## config.mk

```make
export PLATFORM = sky130hd
export DESIGN_NAME = parity_reduce
export DESIGN_NICKNAME = d
export VERILOG_FILES = /design/src/rtl/parity_pkg.sv /design/src/rtl/parity_reduce.sv
export SDC_FILE = /design/constraint.sdc
export NUM_CORES = 1
export LEC_CHECK = 0
export BUFFER_PORTS_ARGS = -buffer_cell sky130_fd_sc_hd__clkbuf_2
export CAP_MARGIN = 20
export CORE_AREA = 2 2 39 41
export DETAILED_ROUTE_END_ITERATION = 8
export DIE_AREA = 0 0 41 43
export SYNTH_ARGS = -nofsm -noshare
export SYNTH_HDL_FRONTEND = slang
export SYNTH_SLANG_ARGS = --single-unit
export TNS_END_PERCENT = 100
```

## constraint.sdc

```tcl
create_clock -name vclk -period 1
set_input_delay 0.05 -clock vclk [all_inputs]
set_output_delay 0.05 -clock vclk [all_outputs]
set_load 0.005 [all_outputs]
```

## src/rtl/parity_pkg.sv

```systemverilog
`default_nettype none
// +----------------------------------------------------------------------+
// | parity_pkg                                                            |
// | Shared constants and helpers for the parity generator/checker pair.   |
// | Revision: 1.0                                                         |
// +----------------------------------------------------------------------+
package parity_pkg;

    localparam int c_data_w = 32;

    typedef logic [c_data_w-1:0] word_t;

    // Even parity: the bit that makes the total count of ones even.
    function automatic logic even_parity(input word_t d);
        return ^d;
    endfunction

    // Increment that sticks at the all-ones value of a w-bit counter.
    function automatic logic [31:0] sat_inc(input logic [31:0] v, input int w);
        logic [31:0] lim;
        if (w >= 32) begin
            lim = '1;
        end else begin
            lim = (32'h1 << w) - 32'h1;
        end
        return (v >= lim) ? lim : v + 32'h1;
    endfunction

endpackage
`default_nettype wire

```

## src/rtl/parity_reduce.sv

```systemverilog
`default_nettype none
// +----------------------------------------------------------------------+
// | parity_reduce                                                         |
// | Combinational XOR reduction of a WIDTH-bit word.                      |
// | Revision: 1.0                                                         |
// +----------------------------------------------------------------------+
module parity_reduce
    import parity_pkg::*;
#(
    parameter int WIDTH = c_data_w
) (
    input  logic [WIDTH-1:0] data,
    output logic             parity
);

    generate
        if (WIDTH == c_data_w) begin : g_pkg_fn
            assign parity = even_parity(data);
        end else begin : g_generic
            assign parity = ^data;
        end
    endgenerate

endmodule
`default_nettype wire

```

* Yosys cells after proc, flatten, opt, wreduce, memory -nomap -nowiden *
Cells that the tools add are included.

storage, ports and cells
  register bits after elaboration = 0
  input bits = 32
  output and inout bits = 1
  word-level logic and storage cells = 1

cells by class
  reductions and logical operators = 1

operators by type and width
  operator       count
  parity 32 bit  1

* Logic depth before layout (Yosys ltp) *
  depth in word-level cells = 1
  depth in mapped cells = 5
  mapped depth without buffers = 5

* Worst setup path after synthesis *
Ideal clock, no wire load.

  path type = input -> output
  start = input port data[14]
  end = output port parity
  arrival = 815 ps
  required time = 950 ps
  path slack = 135 ps
  cell stages on the path = 5
  buffers on the path = 0
  path through = xor2_1 > xnor2_1 > xnor2_1 > xnor2_1 > xnor2_1

on the way
  word-level cells in the longest chain between the ends = 1

ends and longest elaborated chain
  item             line                 source
  start, declared  parity_reduce.sv:12  input logic [WIDTH-1:0] data,
  parity 32 bit    parity_pkg.sv:15     return ^d;
  end, declared    parity_reduce.sv:13  output logic parity

Every way passes these cells.

* Worst setup path after layout *
  start = input port data[26]
  end = output port parity

The elaborated chain is that of the path after synthesis.

==> results.cfg <==
[floorplan]
fp.dieW_um = 41
pin_count = 33
core_area_sq_mm = 0.00138
die_h_um = 43
dieArea_sq_mm = 0.00176
num_rows = 14
initial_core_util_pct = 19.6

[yosys]
synth_fa_ha_area_share_pct = 0
synth_top_family_by_area = XOR/XNOR gates
synth_warnings = 0
synth_seq_area_share_pct = 0
ys_types = 2
synth-xor-area-share_pct = 100
synth-compound-area-share_pct = 0
synth_cells = 31
yosys.area_share.simple_pct = 0
syn_area_sq_um = 272
syn_area_per_cell_sq_um = 8.76
synth_nets = 63
synthMuxAreaShare_pct = 0

[worst_hold_path]
hp-class = in -> out
hold_depth = 7
hold_start = data[3]
hold_end = parity

[drt]
drt_wl_total_um = 529
vias_per_cell = 3.63
drcViolationCount = 0
drtIter0Drc = 0
vias = 290
post_drt_wl_per_cell_um = 6.61
ant_nets = 0
dr.pass1.iters = 1

[cells_and_area]
multi_input_area_sq_um = 302
layout-drive-gt1-share_pct = 57.8
num_antenna_cells = 0
clockBufferCount = 0
fill_cells = 149
fin_area_sq_um = 487
nets = 98
seq_cell_count = 0
area_growth_pct = 79.3
regArea_sq_um = 0

[place]
placed_area_sq_um = 457
port_buffers = 33
gp_congestion = 0.602

[sta]
finalSetupTns_ns = -0.100
setup_viol = 1
timing.fmax_mhz = 909
fin_crit_ns = 1.10
slew_headroom_pct = 88.0
hold_viol = 0
maxSlewViolCount = 0
setup_ws_ns = -0.100
tightest_slew_ns = 0.179
min_period_over_period_pct = 110
rsz0062_at_grt = true

[global_route]
grt_overflow = 0
grt_pass1_wl_um = 841
grt_pass1_vias = 245
grt_antenna_before_repair = 0
grt_max_degree = 2
track_usage_pct = 6.10

[power_and_ir_drop]
irDropWorstVdd_v = 0.000249
power.density_mw_per_mm2 = 993
p_leak_nw = 0.230

[outcome]
status = finished with violations
violations = negative setup slack

[setup_path]
end_kind = output pin
cp_max_fo = 1
arrival_ns = 1.05
worstPathRequired_ns = 0.95
crit_type = in -> out
start_kind = input port

[clock_tree]
cts_hold_buf = 0
postCtsSetupRepairBufs = 0

[flow_run]
cap_violations = 0
-- routing by layer --
| layer | track usage, % | wire, um |
|---|---|---|
| met1 | 7.94 | 165 |
| met2 | 11.3 | 310 |
| met3 | 0 | 53 |
| met4 | 0 | 0 |
| met5 | 0 | 0 |
-- critical path: stages --
cell and delay [ns]:
clkbuf_2 0.10, xnor2_2 0.13, xnor2_1 0.20, xnor2_1 0.16
xnor2_1 0.15, xnor2_1 0.13, clkbuf_2 0.13
-- cell usage in the layout, fill, tap and decap left out --
| cell | synthesis | final |
|---|---|---|
| xnor2_2 | 0 | 4 |
| clkbuf_2 | 0 | 33 |
| xnor2_1 | 28 | 24 |
| xor2_1 | 3 | 3 |
-- kinds of logic (layout without fill, tap and decap cells) --
| kind of cell | after synthesis | after routing |
|---|---|---|
| xor+xnor | 31 | 31 |
| buf+inv | 0 | 33 |
-- cells in the mapped netlist --
library cell  count  area (sq um)
xnor2_1          28           245
xor2_1            3          26.3
-- worst max path at each step --
stage / from / to / slack, ns / cells after the start
2_1_floorplan: data[14] / parity / 0.14 / 5
3_5_place_dp: data[9] / parity / -0.12 / 7
5_1_grt: data[8] / parity / -0.21 / 7
4_1_cts: data[19] / parity / -0.12 / 7
6_report: data[26] / parity / -0.10 / 7
3_3_place_gp: data[9] / parity / -0.14 / 7
-- repair_timing --
action	in CTS	in global routing
setup endpoints to repair	1	1
pin swaps	6	5
resized for setup	2	2
-- layout make-up --
cell class | instances | area share, %
timing repair buffer | 33 | 33.9
multi-input combinational | 31 | 62.0
tap | 16 | 4.11
-- per-stage QoR --
stage               instances  worst slack (ns)  hold WS [ns]  util, %  power [mW]
CTS                        80            -0.117         0.847     34.1       0.489
global placement           80            -0.137         0.847     33.0       0.478
finish                     80            -0.100         0.812     35.2       0.483
detailed placement         80            -0.124         0.846     33.0       0.481
global route               80            -0.212         0.897     35.2       0.535
floorplan                  31             0.135         0.603        -       0.326
-- power by group --
group          leakage (nW)  switching [mW]  internal [mW]
clock network             0               0              0
logic                 0.230           0.186          0.297
registers                 0               0              0
total                 0.230           0.186          0.297
(Power assumes the default switching activity.)
